File: src/rtl/ysyx_041461_booth_iter_mul_if.sv
// Handshake bundle for the iterative Booth multiplier: request side, response side and flush.
interface ysyx_041461_booth_iter_mul_if #(
  parameter int unsigned XLEN = 64
);
  logic            flush;
  logic            in_valid;
  logic            in_ready;
  logic [2:0]      in_op;
  logic [XLEN-1:0] in_src1;
  logic [XLEN-1:0] in_src2;
  logic            out_valid;
  logic            out_ready;
  logic [XLEN-1:0] out_result;

  modport master (
    output flush, in_valid, in_op, in_src1, in_src2, out_ready,
    input  in_ready, out_valid, out_result
  );

  modport slave (
    input  flush, in_valid, in_op, in_src1, in_src2, out_ready,
    output in_ready, out_valid, out_result
  );
endinterface

File: src/rtl/ysyx_041461_booth_iter_mul.sv
// Iterative radix-4 Booth multiplier for RV M-extension multiplies (MUL/MULH/MULHSU/MULHU/MULW).
// Retires two multiplier bits per cycle into a 2*XLEN accumulator; ready/valid on both sides.
module ysyx_041461_booth_iter_mul #(
  parameter int unsigned XLEN = 64
) (
  input logic                           clk,
  input logic                           rst,
  ysyx_041461_booth_iter_mul_if.slave   bus
);
  localparam int unsigned W2    = 2 * XLEN;
  localparam int unsigned YW    = XLEN + 3;
  localparam int unsigned NFull = XLEN / 2 + 1;
  localparam int unsigned NWord = XLEN / 4 + 1;
  localparam int unsigned CW    = $clog2(NFull + 1);
  localparam int unsigned HW    = XLEN / 2;

  localparam logic [2:0] OpMul    = 3'b000;
  localparam logic [2:0] OpMulh   = 3'b001;
  localparam logic [2:0] OpMulhsu = 3'b010;
  localparam logic [2:0] OpMulhu  = 3'b011;
  localparam logic [2:0] OpMulw   = 3'b100;

  typedef enum logic [1:0] {StIdle, StCalc, StDone} state_e;

  state_e          state_q, state_d;
  logic [2:0]      op_q;
  logic [W2-1:0]   x_q;
  logic [W2-1:0]   acc_q;
  logic [YW-1:0]   y_q;
  logic [CW-1:0]   cnt_q;

  logic            accept;
  logic            s1_signed, s2_signed;
  logic [XLEN-1:0] a_src, b_src;
  logic [W2-1:0]   x_ext;
  logic [YW-1:0]   y_ext;
  logic [W2-1:0]   pp;
  logic [CW-1:0]   last_cnt;

  assign accept = (state_q == StIdle) && bus.in_valid && !bus.flush;

  // Operand extension; extending X all the way to 2*XLEN keeps the accumulator exact mod 2^W2.
  always_comb begin
    a_src     = bus.in_src1;
    b_src     = bus.in_src2;
    s1_signed = 1'b0;
    s2_signed = 1'b0;
    case (bus.in_op)
      OpMul, OpMulh: begin
        s1_signed = 1'b1;
        s2_signed = 1'b1;
      end
      OpMulhsu: s1_signed = 1'b1;
      OpMulw: begin
        s1_signed = 1'b1;
        s2_signed = 1'b1;
        a_src     = {{HW{bus.in_src1[HW-1]}}, bus.in_src1[HW-1:0]};
        b_src     = {{HW{bus.in_src2[HW-1]}}, bus.in_src2[HW-1:0]};
      end
      default: ;
    endcase
  end

  assign x_ext = s1_signed ? {{XLEN{a_src[XLEN-1]}}, a_src} : {{XLEN{1'b0}}, a_src};
  // Multiplier carries an implicit b[-1]=0 in its LSB so y_q[2:0] is always the current triplet.
  assign y_ext = {(s2_signed ? {2{b_src[XLEN-1]}} : 2'b00), b_src, 1'b0};

  always_comb begin
    pp = '0;
    unique case (y_q[2:0])
      3'b001, 3'b010: pp = x_q;
      3'b011:         pp = x_q << 1;
      3'b100:         pp = -(x_q << 1);
      3'b101, 3'b110: pp = -x_q;
      default:        pp = '0;
    endcase
  end

  assign last_cnt = (op_q == OpMulw) ? CW'(NWord - 1) : CW'(NFull - 1);

  always_comb begin
    state_d = state_q;
    case (state_q)
      StIdle:  if (accept) state_d = StCalc;
      StCalc:  if (cnt_q == last_cnt) state_d = StDone;
      StDone:  if (bus.out_ready) state_d = StIdle;
      default: state_d = StIdle;
    endcase
    if (bus.flush) state_d = StIdle;
  end

  always_ff @(posedge clk or posedge rst) begin
    if (rst) begin
      state_q <= StIdle;
      op_q    <= OpMul;
      x_q     <= '0;
      y_q     <= '0;
      acc_q   <= '0;
      cnt_q   <= '0;
    end else begin
      state_q <= state_d;
      if (accept) begin
        op_q  <= bus.in_op;
        x_q   <= x_ext;
        y_q   <= y_ext;
        acc_q <= '0;
        cnt_q <= '0;
      end else if (state_q == StCalc) begin
        acc_q <= acc_q + pp;
        x_q   <= x_q << 2;
        y_q   <= {{2{y_q[YW-1]}}, y_q[YW-1:2]};
        cnt_q <= cnt_q + CW'(1);
      end
    end
  end

  assign bus.in_ready  = (state_q == StIdle);
  assign bus.out_valid = (state_q == StDone);

  always_comb begin
    bus.out_result = '0;
    case (op_q)
      OpMul:                       bus.out_result = acc_q[XLEN-1:0];
      OpMulh, OpMulhsu, OpMulhu:   bus.out_result = acc_q[W2-1:XLEN];
      OpMulw:                      bus.out_result = {{HW{acc_q[HW-1]}}, acc_q[HW-1:0]};
      default:                     bus.out_result = '0;
    endcase
  end
endmodule

File: src/flat_wrapper.sv
// flat-port wrapper written by rule: the top's interface ports become plain ports
module ysyx_041461_booth_iter_mul_flat 
#(
  parameter int unsigned XLEN = 64
)
  (clk, rst, bus_flush, bus_in_valid, bus_in_op, bus_in_src1, bus_in_src2, bus_out_ready, bus_in_ready, bus_out_valid, bus_out_result);
  ysyx_041461_booth_iter_mul_if #(.XLEN(XLEN)) bus_i ();
  input logic clk;
  input logic rst;
  input wire logic [$bits(bus_i.flush)-1:0] bus_flush;
  input wire logic [$bits(bus_i.in_valid)-1:0] bus_in_valid;
  input wire logic [$bits(bus_i.in_op)-1:0] bus_in_op;
  input wire logic [$bits(bus_i.in_src1)-1:0] bus_in_src1;
  input wire logic [$bits(bus_i.in_src2)-1:0] bus_in_src2;
  input wire logic [$bits(bus_i.out_ready)-1:0] bus_out_ready;
  output wire logic [$bits(bus_i.in_ready)-1:0] bus_in_ready;
  output wire logic [$bits(bus_i.out_valid)-1:0] bus_out_valid;
  output wire logic [$bits(bus_i.out_result)-1:0] bus_out_result;
  assign bus_i.flush = bus_flush;
  assign bus_i.in_valid = bus_in_valid;
  assign bus_i.in_op = bus_in_op;
  assign bus_i.in_src1 = bus_in_src1;
  assign bus_i.in_src2 = bus_in_src2;
  assign bus_i.out_ready = bus_out_ready;
  assign bus_in_ready = bus_i.in_ready;
  assign bus_out_valid = bus_i.out_valid;
  assign bus_out_result = bus_i.out_result;
  ysyx_041461_booth_iter_mul #(.XLEN(XLEN)) u_core (.clk(clk), .rst(rst), .bus(bus_i));
endmodule
File: config.mk
export PLATFORM = sky130hd
export DESIGN_NAME = ysyx_041461_booth_iter_mul_flat
export DESIGN_NICKNAME = d
export VERILOG_FILES = /design/src/rtl/ysyx_041461_booth_iter_mul_if.sv /design/src/rtl/ysyx_041461_booth_iter_mul.sv /design/src/flat_wrapper.sv
export SDC_FILE = /design/constraint.sdc
export NUM_CORES = 1
export LEC_CHECK = 0
export CAP_MARGIN = 20
export CORE_ASPECT_RATIO = 0.7
export CORE_MARGIN = 10
export CORE_UTILIZATION = 28
export CTS_BUF_LIST = sky130_fd_sc_hd__clkbuf_4 sky130_fd_sc_hd__clkbuf_8 sky130_fd_sc_hd__clkbuf_16
export DETAILED_ROUTE_END_ITERATION = 6
export PLACE_DENSITY = 0.42
export SLEW_MARGIN = 0
export SYNTH_ARGS = -nofsm -noshare
export SYNTH_HDL_FRONTEND = slang
export SYNTH_SLANG_ARGS = --single-unit
File: constraint.sdc
create_clock -name clk -period 11.25 [get_ports clk]
set_input_delay 2.25 -clock clk [delete_from_list [all_inputs] [get_ports clk]]
set_output_delay 2.25 -clock clk [all_outputs]
set_load 0.1 [all_outputs]
== Word level (Yosys, flattened, before mapping) ==
Index checks and enable logic that the tools add are counted.
Widths: inputs -> output; s select.

* Register bits after elaboration: 334
* Logic and storage cells: 65
* Output and inout port bits: 66
* Input port bits: 136

* Add/subtract/negate cells: 4
* Muxes and demuxes: 22
* Equal/unequal tests: 19
* Reduce and logical (&&, ||, !) cells: 13

{| class="wikitable"
|+ Operators by type and width
! operator !! count
|-
| $mux 128 || 5
|-
| $pmux 128 s4 || 1
|-
| $neg 128->128 || 2
|-
| $pmux 64 s3 || 1
|-
| $add 128x128->128 || 1
|-
| $mux 64 || 2
|-
| $mux 67 || 1
|-
| $mux 66 || 1
|-
| $mux 6 || 3
|-
| $eq 3x2->1 const B || 5
|-
| $eq 3x3->1 const B || 5
|-
| $mux 2 || 5
|-
| $eq 3x1->1 const B || 3
|-
| $add 6x1->6 const B || 1
|-
| $eq 6x6->1 || 1
|-
| $logic_not 3->1 || 2
|-
| $ne 3x2->1 const B || 2
|-
| $pmux 2 s3 || 1
|-
| $reduce_or 3->1 || 2
|-
| $reduce_or 2->1 || 2
|-
| $reduce_or 4->1 || 1
|-
| $ne 3x3->1 const B || 1
|-
| $reduce_and 3->1 || 1
|-
| $eq 2x1->1 const B || 1
|-
| 6 further kinds || 8
|}

== Depth between registers and ports, before layout ==
* Depth after elaboration: 6
* Depth in mapped cells: 29
* Mapped depth without buffers: 27

== Worst setup path before layout ==
Ideal clock, no wire load.

* Kind: register -> register
* Start point: register u_core.x_q[7]
* End point: register u_core.acc_q[127]
* Setup time: 0.065 ns
* Period minus slack after synthesis: 6.659 ns
* Data required time: 11.185 ns
* Buffers on the path: 2
* Arrival time: 6.594 ns
* Stages on the path, launching flop included: 28
* Path slack: 4.591 ns
* Cell sequence: dfrtp_1 > buf_2 > or4_4 > nor4_2 > nand4_1 > or2_2 > clkbuf_1 > or3_1 > or3_1 > or4_1 > or4_1 > nand2_1 > xor2_1 > o21ai_0 > ha_1 > and3_1 > and3b_1 > and3_1 > and2_1 > a22o_1 > o21ai_0 > o211a_1 > o21ai_0 > a21oi_1 > o2111ai_1 > a2111o_1 > nand3_1 > a31o_2

* Cells in the longest elaborated chain, start to end: 5
* Elaborated cells on any way between the ends: 6
* Those cells by class: 3 x add/sub; 3 x mux

{| class="wikitable"
|+ Ends and longest elaborated chain
! what !! RTL line !! text
|-
| from (decl) || ysyx_041461_booth_iter_mul.sv:27 || <nowiki>logic [W2-1:0] x_q;</nowiki>
|-
| from (signal assigned) || ysyx_041461_booth_iter_mul.sv:104 || <nowiki>x_q <= x_ext;</nowiki>
|-
| from (signal assigned) || ysyx_041461_booth_iter_mul.sv:110 || <nowiki>x_q <= x_q << 2;</nowiki>
|-
| $neg 128->128, on equally long branches || ysyx_041461_booth_iter_mul.sv:74, ysyx_041461_booth_iter_mul.sv:73 ||
|-
| $pmux 128 s4 * || ysyx_041461_booth_iter_mul.sv:70 || <nowiki>unique case (y_q[2:0])</nowiki>
|-
| $add 128x128->128 * || ysyx_041461_booth_iter_mul.sv:109 || <nowiki>acc_q <= acc_q + pp;</nowiki>
|-
| $mux 128 * || ysyx_041461_booth_iter_mul.sv:108 || <nowiki>end else if (state_q == StCalc) begin</nowiki>
|-
| $mux 128 * || ysyx_041461_booth_iter_mul.sv:102 || <nowiki>if (accept) begin</nowiki>
|-
| to (signal assigned) || ysyx_041461_booth_iter_mul.sv:109 ||
|-
| to (decl) || ysyx_041461_booth_iter_mul.sv:28 || <nowiki>logic [W2-1:0] acc_q;</nowiki>
|}

Mark *: on every way between the ends. The rest lies on a longest branch, timed or not. The select of a mux whose other input is x is not followed.
A chain may end at the register's enable or synchronous reset.

== Final worst setup path ==
Same ends and word-level chain as after synthesis.

==> flow_metrics.py <==
metrics = {
    "placed_design": {
        "dpl.hpwl_um": 102600,
        "place_ws_ns": 2.669,
        "numPortBuffers": 201,
        "routabilityCongestion": 0.9114,
    },
    "setup_path": {
        "crit_arrival_ns": 9.19,
        "start_kind": "register",
        "crit_end": "u_core.acc_q[127]",
        "r2r_slack_ns": 2.61,
        "criticalPathCategory": "reg2reg",
        "startpoint": "u_core.x_q[7]",
        "reg2reg_from": "u_core.x_q[7]",
        "crit_fanout": 10,
        "worst_setup_path_end_kind": "register",
        "r2r_cells": 25,
        "cp.required_ns": 11.80,
        "rr_endpoint": "u_core.acc_q[127]",
    },
    "synthesis": {
        "synth_area_leaders": "dfrtp_1, nand2_1, o21ai_0, ha_1, xnor2_1",
        "synth_most_common_cell": "nand2_1",
        "syn-mean-instance-area_um2": 7.322,
        "yosysTopAreaCell": "dfrtp_1",
        "syn_nets": 4340,
        "yosys_warnings": 0,
        "synth-seq-area-share_pct": 28.03,
        "syn_inst": 4073,
        "syn_area_um2": 29820,
        "synthFlopType": "dfrtp_1",
        "ys_ff_latch": 334,
        "synthDistinctLibCells": 77,
        "yosys.area.top_type_share_pct": 28.03,
        "async_reset_ff_share_pct": 100.0,
        "synth_commonest_cells": "nand2_1, o21ai_0, clkbuf_1",
        "synth-edff-count": 0,
    },
    "global_routing": {
        "grt_use_met1_pct": 34.54,
        "grt_pass1_vias": 28326,
        "grt_usage_pct": 21.89,
        "grt_overflow": 0,
        "grt.met3_usage_pct": 7.124,
        "antenna_found_initial": 11,
        "grt_util_met2_pct": 28.08,
        "grt_most_used_layer": "met1",
        "grt_max_degree": 126,
        "grt_pass1_wl_um": 200900,
    },
    "outcome": {
        "run_status": "finished clean",
    },
    "sta": {
        "slew_violations": 0,
        "rsz0062_at_grt": "false",
        "fin_ws_ns": 2.612,
        "fin_crit_sh_pct": 76.78,
        "tightest_slew_ns": 1.166,
        "fin_setup_tns_ns": 0,
        "setup-violations-final": 0,
        "fin_crit_ns": 8.638,
        "fin_worst_skew_ns": 0.02654,
        "slew_headroom_pct": 21.97,
        "max_freq_mhz": 115.8,
        "hold_viol": 0,
    },
    "route": {
        "routedWlPerCell_um": 25.29,
        "first_pass_iters": 5,
        "routed-via-count": 30912,
        "wirelength_um": 138400,
        "drt-initial-drc-count": 3520,
        "final_antenna_net_count": 0,
        "viasPerCell": 5.648,
        "drc": 0,
    },
    "clocking": {
        "htree_levels": 2,
        "cts_sinks": 334,
        "cts_buffers": 44,
        "cts_hold_buffers": 0,
        "cts_tree": "built",
        "cts.clk_slew.worst_paths_ns": 0.06,
        "clockBufferDepth": 3,
        "root_buffer": "clkbuf_16",
        "post_cts_buffers": 0,
        "clk_latency_ns": 0.62,
        "post_cts_resize_count": 0,
    },
    "finish": {
        "nNetsFinal": 4275,
        "drive_gt1_share_pct": 4.897,
        "area_growth_pct": 15.22,
    },
    "floorplan": {
        "ios": 202,
        "die_area_um2": 120200,
        "core_area_um2": 106000,
        "die_w_um": 410.1,
        "rows": 100,
        "die_y_um": 293.0,
        "start_util_pct": 28.14,
    },
    "flow_run": {
        "maxCapViolations": 0,
    },
    "hold_path": {
        "hp-class": "reg2reg",
    },
}
worst max-delay path, cell delays in order (launching register included):
cell	delay, ns
dfrtp_1	0.49
or4_4	0.61
nor4_2	0.46
nand4_1	0.42
or2_2	0.52
or3_1	0.40
or3_1	0.39
or4_1	0.55
nor3_2	0.29
nor2_1	0.09
xnor2_1	0.14
o21ai_0	0.59
ha_1	0.44
and3_1	0.27
and3b_1	0.22
and3_1	0.20
and2_1	0.17
a22o_1	0.17
o21ai_0	0.14
o211a_1	0.17
o21ai_0	0.19
a21oi_1	0.69
o2111ai_1	0.30
a2111o_1	0.42
nand3_1	0.09
a31o_2	0.11
sequential cells by signal, summed over array words and instances (netlist names):
name / cells
u_core.acc_q: 128
u_core.x_q: 128
u_core.y_q: 67
u_core.cnt_q: 6
u_core.op_q: 3
u_core.state_q: 2
per-layer routing:
metal,up-vias,routed length (um),part of all wire (%)
met5,-,27,0.020
met4,4,2024,1.5
met3,105,13640,9.9
met2,1074,52060,38
met1,15209,70670,51
li1,14520,-,-
worst min path at each step:
stage	start	to	cells after the start
6_report	u_core.y_q[66]	u_core.y_q[66]	2
2_1_floorplan	u_core.y_q[66]	u_core.y_q[66]	2
5_1_grt	u_core.y_q[20]	u_core.y_q[20]	2
3_3_place_gp	u_core.y_q[66]	u_core.y_q[66]	2
3_5_place_dp	u_core.y_q[66]	u_core.y_q[66]	2
4_1_cts	u_core.y_q[66]	u_core.y_q[66]	2
per-stage QoR:
step	instances	cell area [um^2]	hold slack [ns]	utilization, %
6_report	5473	34360	0.4718	32.42
5_1_grt	5471	34350	0.4968	32.42
4_1_cts	5467	34310	0.4713	32.38
3_5_place_dp	5386	32740	0.4556	30.89
3_3_place_gp	5385	32730	0.4507	30.88
2_1_floorplan	4073	29820	0.4376	-
layout by cell type, fill, tap and decap left out, drive strengths merged, types with 55 or more instances in the layout:
master / instances
nand2: 727
o21ai: 434
dfrtp: 334
a21oi: 279
nor2: 246
clkdlybuf4s50: 201
nand3: 198
xnor2: 175
a22oi: 133
ha: 130
xor2: 122
a31oi: 75
nor3: 71
nand4: 68
clkbuf: 64
a21o: 62
nand2b: 62
a221oi: 59
inv: 55
cell type report:
cell class              instances  area, um^2
clock inverters                19       264.0
well taps                    1428        1787
multi-input cells            3316       19950
fillers                     11431       71620
flip-flops and latches        334        8371
inverters                      55       210.2
repair buffers                257        2460
diodes                          2       5.005
clock buffers                  62        1311
cells by family (layout without fill, tap and decap cells):
logic type      after synthesis  count (layout)  share of synthesized area (%)
fa+ha+maj                   131             131                          5.522
other cells                   0               2                              0
flops                       334             334                          28.03
compound gates             1280            1280                          26.60
xor+xnor                    297             297                          8.723
mux                          55              55                          1.854
buf+inv                     423             393                          5.379
simple gates               1553            1553                          23.89
Power is not shown: default switching activity piles up to over one toggle a cycle in this logic, so the estimate is an artifact.
